--- src/rtl/cu_pkg.sv ---
// -----------------------------------------------------------------------------
// cu_pkg
// Shared types for the control-unit operation sequencer.
//   cu_op_e        : {Ctrl1,Ctrl0} opcode of the 4-bit control unit
//   cu_cmd_t       : queued command (opcode plus two 4-bit operands)
//   cu_rsp_t       : captured result (opcode, {ResH,ResL}, {Zero,Overflow,Cout})
//   cu_seq_state_e : sequencer FSM state, also exported on the debug port
// -----------------------------------------------------------------------------
package cu_pkg;

  typedef enum logic [1:0] {
    CU_ADD = 2'b00,
    CU_SUB = 2'b01,
    CU_MUL = 2'b10,
    CU_AND = 2'b11
  } cu_op_e;

  typedef struct packed {
    cu_op_e     op;
    logic [3:0] a;
    logic [3:0] b;
  } cu_cmd_t;

  typedef struct packed {
    cu_op_e     op;
    logic [7:0] data;
    logic [2:0] flags;
  } cu_rsp_t;

  typedef enum logic [1:0] {
    SEQ_IDLE        = 2'b00,
    SEQ_SETTLE_WAIT = 2'b01,
    SEQ_HOLD        = 2'b10
  } cu_seq_state_e;

endpackage

--- src/rtl/cu_cmd_fifo.sv ---
// -----------------------------------------------------------------------------
// cu_cmd_fifo
// Synchronous command FIFO, DEPTH entries (power of two, >= 2).
// Not fall-through: an entry written on an edge is readable from the next
// cycle, because empty/full derive only from the registered pointers.
// Pointers carry one extra wrap bit: equal pointers mean empty, pointers that
// differ only in the wrap bit mean full.
// Ports:
//   clk, rst    : clock, synchronous active-high reset (empties the FIFO)
//   push, din   : write request and payload (ignored when full)
//   pop,  dout  : read request (ignored when empty) and head entry
//   full, empty : occupancy status
// -----------------------------------------------------------------------------
module cu_cmd_fifo
  import cu_pkg::*;
#(
  parameter int DEPTH = 4
) (
  input  logic    clk,
  input  logic    rst,
  input  logic    push,
  input  cu_cmd_t din,
  input  logic    pop,
  output cu_cmd_t dout,
  output logic    full,
  output logic    empty
);

  localparam int AW = $clog2(DEPTH);

  cu_cmd_t       mem_q [DEPTH];
  logic [AW:0]   wr_ptr_q, wr_ptr_d;
  logic [AW:0]   rd_ptr_q, rd_ptr_d;
  logic          do_push, do_pop;

  assign empty   = (wr_ptr_q == rd_ptr_q);
  assign full    = (wr_ptr_q[AW] != rd_ptr_q[AW]) &&
                   (wr_ptr_q[AW-1:0] == rd_ptr_q[AW-1:0]);
  assign do_push = push && !full;
  assign do_pop  = pop && !empty;
  assign dout    = mem_q[rd_ptr_q[AW-1:0]];

  always_comb begin
    wr_ptr_d = wr_ptr_q;
    rd_ptr_d = rd_ptr_q;
    if (do_push) wr_ptr_d = wr_ptr_q + (AW+1)'(1);
    if (do_pop)  rd_ptr_d = rd_ptr_q + (AW+1)'(1);
  end

  always_ff @(posedge clk) begin
    if (rst) begin
      wr_ptr_q <= '0;
      rd_ptr_q <= '0;
    end else begin
      wr_ptr_q <= wr_ptr_d;
      rd_ptr_q <= rd_ptr_d;
    end
  end

  // Storage needs no reset: contents are only visible through non-empty slots.
  always_ff @(posedge clk) begin
    if (do_push) mem_q[wr_ptr_q[AW-1:0]] <= din;
  end

endmodule

--- src/rtl/cu_op_sequencer.sv ---
// -----------------------------------------------------------------------------
// cu_op_sequencer
// Issuing side of the 4-bit control unit. Commands are queued in a FIFO, driven
// to the control unit from registers, results sampled SETTLE cycles later and
// returned in command order on a response channel.
//
// Handshake rule (both channels): a transfer happens on a rising edge where
// valid && ready. The producer keeps valid and payload stable until that
// edge; ready never depends combinationally on valid. cmd_ready is !full only.
//
// Ports:
//   clk, rst                     : clock, synchronous active-high reset
//   cmd_valid/cmd_ready/cmd_op/cmd_a/cmd_b : command input channel
//   cu_ctrl1/cu_ctrl0/cu_a/cu_b  : registered drive to the control unit
//   cu_resl/cu_resh/cu_zero/cu_overflow/cu_cout : control unit results
//   rsp_valid/rsp_ready/rsp_op/rsp_data/rsp_flags : response channel,
//                                  rsp_data={ResH,ResL}, rsp_flags={Zero,Overflow,Cout}
//   busy                         : FIFO non-empty or FSM not idle
//   dbg_state                    : current FSM state
//   stat_ops/stat_ovf            : saturating hand-off counters, present only
//                                  when CU_SEQ_STATS_EN is defined
// -----------------------------------------------------------------------------
module cu_op_sequencer
  import cu_pkg::*;
#(
  parameter int DEPTH  = 4,
  parameter int SETTLE = 1
) (
  input  logic          clk,
  input  logic          rst,
  input  logic          cmd_valid,
  output logic          cmd_ready,
  input  logic [1:0]    cmd_op,
  input  logic [3:0]    cmd_a,
  input  logic [3:0]    cmd_b,
  output logic          cu_ctrl1,
  output logic          cu_ctrl0,
  output logic [3:0]    cu_a,
  output logic [3:0]    cu_b,
  input  logic [3:0]    cu_resl,
  input  logic [3:0]    cu_resh,
  input  logic          cu_zero,
  input  logic          cu_overflow,
  input  logic          cu_cout,
  output logic          rsp_valid,
  input  logic          rsp_ready,
  output logic [1:0]    rsp_op,
  output logic [7:0]    rsp_data,
  output logic [2:0]    rsp_flags,
  output logic          busy,
  output cu_seq_state_e dbg_state
`ifdef CU_SEQ_STATS_EN
  ,
  output logic [15:0]   stat_ops,
  output logic [15:0]   stat_ovf
`endif
);

  localparam int CW = (SETTLE > 1) ? $clog2(SETTLE) : 1;

  cu_seq_state_e state_q, state_d;
  logic [CW-1:0] cnt_q, cnt_d;
  cu_cmd_t       cu_cmd_q, cu_cmd_d;
  cu_rsp_t       rsp_q, rsp_d;
  logic          rsp_valid_q, rsp_valid_d;

  cu_cmd_t       cmd_in, fifo_dout;
  logic          fifo_full, fifo_empty, fifo_pop, handshake;

  assign cmd_in    = '{op: cu_op_e'(cmd_op), a: cmd_a, b: cmd_b};
  assign cmd_ready = !fifo_full;
  assign handshake = rsp_valid_q && rsp_ready;

  cu_cmd_fifo #(.DEPTH(DEPTH)) u_fifo (
    .clk   (clk),
    .rst   (rst),
    .push  (cmd_valid),
    .din   (cmd_in),
    .pop   (fifo_pop),
    .dout  (fifo_dout),
    .full  (fifo_full),
    .empty (fifo_empty)
  );

  always_comb begin
    state_d     = state_q;
    cnt_d       = cnt_q;
    cu_cmd_d    = cu_cmd_q;
    rsp_d       = rsp_q;
    rsp_valid_d = rsp_valid_q;
    fifo_pop    = 1'b0;
    case (state_q)
      SEQ_IDLE: begin
        if (!fifo_empty) begin
          fifo_pop = 1'b1;
          cu_cmd_d = fifo_dout;
          cnt_d    = CW'(SETTLE - 1);
          state_d  = SEQ_SETTLE_WAIT;
        end
      end
      SEQ_SETTLE_WAIT: begin
        if (cnt_q != '0) begin
          cnt_d = cnt_q - CW'(1);
        end else begin
          rsp_d.op    = cu_cmd_q.op;
          rsp_d.data  = {cu_resh, cu_resl};
          rsp_d.flags = {cu_zero, cu_overflow, cu_cout};
          rsp_valid_d = 1'b1;
          state_d     = SEQ_HOLD;
        end
      end
      SEQ_HOLD: begin
        if (handshake) begin
          rsp_valid_d = 1'b0;
          if (!fifo_empty) begin
            // Issue the next command on the same edge the result leaves.
            fifo_pop = 1'b1;
            cu_cmd_d = fifo_dout;
            cnt_d    = CW'(SETTLE - 1);
            state_d  = SEQ_SETTLE_WAIT;
          end else begin
            state_d = SEQ_IDLE;
          end
        end
      end
      default: state_d = SEQ_IDLE;
    endcase
  end

  always_ff @(posedge clk) begin
    if (rst) begin
      state_q     <= SEQ_IDLE;
      cnt_q       <= '0;
      cu_cmd_q    <= '0;
      rsp_q       <= '0;
      rsp_valid_q <= 1'b0;
    end else begin
      state_q     <= state_d;
      cnt_q       <= cnt_d;
      cu_cmd_q    <= cu_cmd_d;
      rsp_q       <= rsp_d;
      rsp_valid_q <= rsp_valid_d;
    end
  end

  assign {cu_ctrl1, cu_ctrl0} = cu_cmd_q.op;
  assign cu_a      = cu_cmd_q.a;
  assign cu_b      = cu_cmd_q.b;
  assign rsp_valid = rsp_valid_q;
  assign rsp_op    = rsp_q.op;
  assign rsp_data  = rsp_q.data;
  assign rsp_flags = rsp_q.flags;
  assign busy      = !fifo_empty || (state_q != SEQ_IDLE);
  assign dbg_state = state_q;

`ifdef CU_SEQ_STATS_EN
  logic [15:0] stat_ops_q, stat_ops_d;
  logic [15:0] stat_ovf_q, stat_ovf_d;

  always_comb begin
    stat_ops_d = stat_ops_q;
    stat_ovf_d = stat_ovf_q;
    if (handshake) begin
      if (stat_ops_q != 16'hFFFF) stat_ops_d = stat_ops_q + 16'd1;
      if (rsp_q.flags[1] && (stat_ovf_q != 16'hFFFF)) stat_ovf_d = stat_ovf_q + 16'd1;
    end
  end

  always_ff @(posedge clk) begin
    if (rst) begin
      stat_ops_q <= '0;
      stat_ovf_q <= '0;
    end else begin
      stat_ops_q <= stat_ops_d;
      stat_ovf_q <= stat_ovf_d;
    end
  end

  assign stat_ops = stat_ops_q;
  assign stat_ovf = stat_ovf_q;
`endif

endmodule

--- config.mk ---
export PLATFORM = sky130hd
export DESIGN_NAME = cu_op_sequencer
export DESIGN_NICKNAME = d
export VERILOG_FILES = /design/src/rtl/cu_pkg.sv /design/src/rtl/cu_cmd_fifo.sv /design/src/rtl/cu_op_sequencer.sv
export SDC_FILE = /design/constraint.sdc
export NUM_CORES = 1
export LEC_CHECK = 0
export ABC_CLOCK_PERIOD_IN_PS = 4260
export BUFFER_PORTS_ARGS = -buffer_cell sky130_fd_sc_hd__buf_2
export CAP_MARGIN = 20
export CORE_MARGIN = 4
export CORE_UTILIZATION = 50
export DETAILED_ROUTE_END_ITERATION = 8
export PLACE_DENSITY = 0.83
export SYNTH_ARGS = -nofsm -noshare
export SYNTH_HDL_FRONTEND = slang
export SYNTH_HIERARCHICAL = 1
export SYNTH_SLANG_ARGS = --single-unit
--- constraint.sdc ---
create_clock -name clk -period 4.26 [get_ports clk]
set_input_delay 0 -clock clk [delete_from_list [all_inputs] [get_ports clk]]
set_output_delay 0 -clock clk [all_outputs]
set_load 0.01 [all_outputs]
==> impl_summary.md <==
Status
The flow ran to the end, and the final reports show no timing, DRC or antenna violations.

GRT
The number of global-route vias before repair is a little over 2,000. Entering global routing, the biggest net connects between 40 and 50 pins. The number of antenna violations at the first check in global routing is 0.

The global router's overall resource usage is between 10% and 20%. The final global-route overflow total is 0. The wire length of the first global-routing pass is 9.59 mm.

Pwr
The power density normalized to cell area is 558 nW/um2. The switching fraction of total power is 34.0%. Summed over all nets, the switching power comes to between 0.7 and 0.8 mW.

The internal power is between 1 and 1.5 mW. Of the total power, registers draw between 40% and 50%. The share of power burned in the clock network is 23.6%. The analysis attributes to cell leakage a power of roughly 1.4 nW. The combinational group share of total power is ~30%. The worst vdd rail ir drop is between 0.3 and 0.4 mV.

Worst hold path
The worst hold path begins at cmd_valid. The worst hold path was traced through 3 stages. For hold timing, the worst endpoint is u_fifo/wr_ptr_q[1]. The worst hold-check path type is in2reg.

Floorplanning
The number of top-level pins is 53. The floorplan step set the die height to 87.1 um. The die covers 7580 um2. The starting density of the core is 52.2%. The floorplan step set the die width to 87.1 um. After floorplanning, the core was divided into 28 placement rows. The core region area is 5990 um2.

Setup path
The category of the most critical setup path is reg2reg. The worst register-to-register path ends at u_fifo/rd_ptr_q[0]. The startpoint class of the critical path is a flip-flop. In this run the register-to-register setup slack is approximately 1.9 ns.

For the worst setup path, the data required time is 4.53 ns. For the worst flop-to-flop path, the logic depth is 8. STA puts the critical path data arrival time at roughly 2.6 ns. The endpoint type of the worst setup path is a flip-flop. The worst reg2reg path startpoint is u_fifo/wr_ptr_q[1].

The maximum fanout along the worst path is 18.

Timing
The hold violation total from the final report is 0. The worst path in the final design needs a cycle of between 2 and 2.5 ns, including I/O delays and setup. The worst slew margin relative to its limit is 48.8%. The fmax is 0.425 GHz. Dividing the final minimum period by the clock period gives about 55%. On the final layout, the worst hold slack is 0.0821 ns. The final number of setup-violating endpoints is 0.

The slew of the pin with the lowest slew margin is ~0.77 ns. The clock arrives with ~0.0054 ns of skew. The number of max-slew violations in the final report is 0. Summed over all failing endpoints, the final setup total negative slack is 0 ns.

Setup repair after global routing left no endpoint under its margin.

Logic synthesis
The number of nets in the synthesized netlist is 273. The post-synth design cell area is roughly 3100 um2. The instance count of the mapped netlist is 243.

The number of warnings reported in the yosys synthesis log is 6. The sequential fraction of the synthesis area is 60.8%. The synthesis-stage register bit count is 75. The mean cell area of the mapped netlist is 12.9 um2.

The post-synthesis cell type count is 42.

Layout
In the layout the commonest cells are sky130_fd_sc_hd__buf_2, sky130_fd_sc_hd__edfxtp_1, sky130_fd_sc_hd__dfxtp_1. The fraction of final layout cells with drive strength greater than 1 is 25.9%. The finished cells cover 3790 um2. The area added between synthesis and finish is 21.2%. The number of nets at the end of the flow is 346. The number of antenna diodes in the final layout is 0. The library cell used most frequently in the layout, excluding fill and tap cells, is sky130_fd_sc_hd__buf_2.

Placed design
In this run the cell area measured after placement is 3390 um2. The port buffer count is 52. The final weighted congestion in routability-driven placement is about 0.84. The placed wire-length estimate is roughly 3.8 mm.

Drt
The remaining design rule violation count is 0. Dividing the detail-routed wire length by the instance count gives 15.0 um. The total via count in the routed design is roughly 2,100. The final layout contains routed wiring with a total length of 5.95 mm. The via count normalized by instance count is around 5.3. The first TritonRoute pass finished after 4 iterations. After the first detailed-routing iteration, the DRC count stood at 220. The detail route stage leaves a number of antenna-violating nets equal to 0.

CTS
The clock tree from TritonCTS is yes. The H-tree generated during clock tree synthesis spans 3 levels. Buffers added to address setup during post-CTS repair amount to 0. The root buffer cell is sky130_fd_sc_hd__clkbuf_8.

The clock buffer count from CTS is 9. The number of sinks handled by clock tree synthesis is 75. The number of buffers on the longest clock path is 2. The CTS clock-pin slew for the worst setup and hold paths is 0.08 ns.

The clock insertion delay at the later pin of the skew report is approximately 0.34 ns.

Job
The max-capacitance violation count is 0.
## sequential cells by signal (all words and copies together) (netlist names), named ones only
signal and flops:
dbg_state 2, rsp_valid 1, rsp_op 2, cu_b 4, cu_a 4, cu_ctrl0 1
u_fifo/mem_q 40, u_fifo/rd_ptr_q 3, cu_ctrl1 1, u_fifo/wr_ptr_q 3, rsp_data 8, rsp_flags 3
cnt_q 1
## through the flow
stage | total power, mW | setup slack (ns) | util (%) | cells
floorplan | 1.49 | 2.28 | - | 243
global placement | 1.59 | 2.11 | 56.6 | 358
global route | 2.24 | 1.73 | 63.3 | 396
detailed placement | 1.61 | 2.00 | 56.6 | 358
finish | 2.11 | 1.90 | 63.3 | 396
CTS | 2.13 | 1.96 | 63.3 | 396
## how the worst max path moves through the flow
stage          cells past startpoint                from            endpoint
2_1_floorplan                     10  u_fifo/rd_ptr_q[1]  u_fifo/rd_ptr_q[2]
3_3_place_gp                       8  u_fifo/wr_ptr_q[1]           flip-flop
3_5_place_dp                       8  u_fifo/wr_ptr_q[1]  u_fifo/rd_ptr_q[0]
4_1_cts                            8  u_fifo/wr_ptr_q[1]  u_fifo/rd_ptr_q[0]
5_1_grt                            8  u_fifo/wr_ptr_q[1]  u_fifo/rd_ptr_q[0]
6_report                           8  u_fifo/wr_ptr_q[1]  u_fifo/rd_ptr_q[0]
## area by class of cell
type,instances,area [um2]
clock buffers,9,124
clock inverters,7,57.6
multi-input cells,148,1100
inverters,7,28.8
flip-flops and latches,75,1900
well taps,75,93.8
fillers,447,2200
repair buffers,75,488
## routing by layer
| layer | up-vias | track usage, % | part of all wire [%] |
|---|---|---|---|
| met3 | 9 | 4.16 | 6.0 |
| met2 | 62 | 27.5 | 48 |
| met4 | 0 | 7.65 | 1.6 |
| li1 | 1022 | - | - |
| met1 | 987 | 20.1 | 44 |
| met5 | - | 0 | 0 |
## worst max-delay path: stages, from the launching register on
cell and delay, ns:
sky130_fd_sc_hd__dfxtp_1 0.56, sky130_fd_sc_hd__xnor2_1 0.24, sky130_fd_sc_hd__nand2_1 0.21, sky130_fd_sc_hd__nor2_1 0.09, sky130_fd_sc_hd__or3_4 0.41, sky130_fd_sc_hd__inv_4 0.21, sky130_fd_sc_hd__nor3b_1 0.27, sky130_fd_sc_hd__o21ai_0 0.17
sky130_fd_sc_hd__o211ai_1 0.12
## power by group through the flow
stage / clock [mW] / combinational [mW] / sequential (mW)
2_1_floorplan: 0 / 0.490 / 0.997
3_3_place_gp: 0 / 0.593 / 1.00
3_5_place_dp: 0 / 0.605 / 1.01
4_1_cts: 0.513 / 0.623 / 0.993
5_1_grt: 0.550 / 0.684 / 1.01
6_report: 0.499 / 0.621 / 0.994
## cell usage after synthesis, drive strengths merged
master | instances | area [um2]
a211o | 2 | 18.8
a21boi | 1 | 7.51
a21oi | 18 | 93.8
a31oi | 4 | 25.0
a41oi | 2 | 17.5
and2 | 3 | 18.8
and3 | 1 | 6.26
buf | 8 | 66.3
clkbuf | 5 | 32.5
dfxtp | 35 | 701
edfxtp | 40 | 1200
ha | 5 | 62.6
inv | 7 | 28.8
mux2i | 10 | 100
mux4 | 10 | 225
nand2 | 33 | 124
nand2b | 21 | 131
nand3 | 3 | 15.0
nand3b | 1 | 7.51
nand4 | 2 | 12.5
nor2 | 3 | 11.3
nor2b | 2 | 12.5
nor3b | 5 | 42.5
nor4b | 1 | 8.76
o211ai | 5 | 37.5
o21ai | 5 | 25.0
o21bai | 1 | 7.51
or3 | 2 | 17.5
or3b | 1 | 8.76
or4 | 1 | 7.51
xnor2 | 3 | 26.3
xor2 | 3 | 26.3
## logic make-up after synthesis
| family | Yosys count | share of synthesized area (%) |
|---|---|---|
| AOI/OAI and AO/OA | 38 | 7.44 |
| and+or+nand+nor | 79 | 13.6 |
| DFF | 75 | 60.8 |
| muxes | 20 | 10.4 |
| buffers and inverters | 20 | 4.08 |
| xor gates and xnor gates | 6 | 1.68 |
| adders and majority gates | 5 | 2.00 |
## repair_timing
item | in CTS | in global routing
endpoints found under the hold margin | 52 | 0
gates resized for setup | 0 | 0
hold buffers | 22 | 0
No activity file was read; power rests on OpenSTA's default activity.
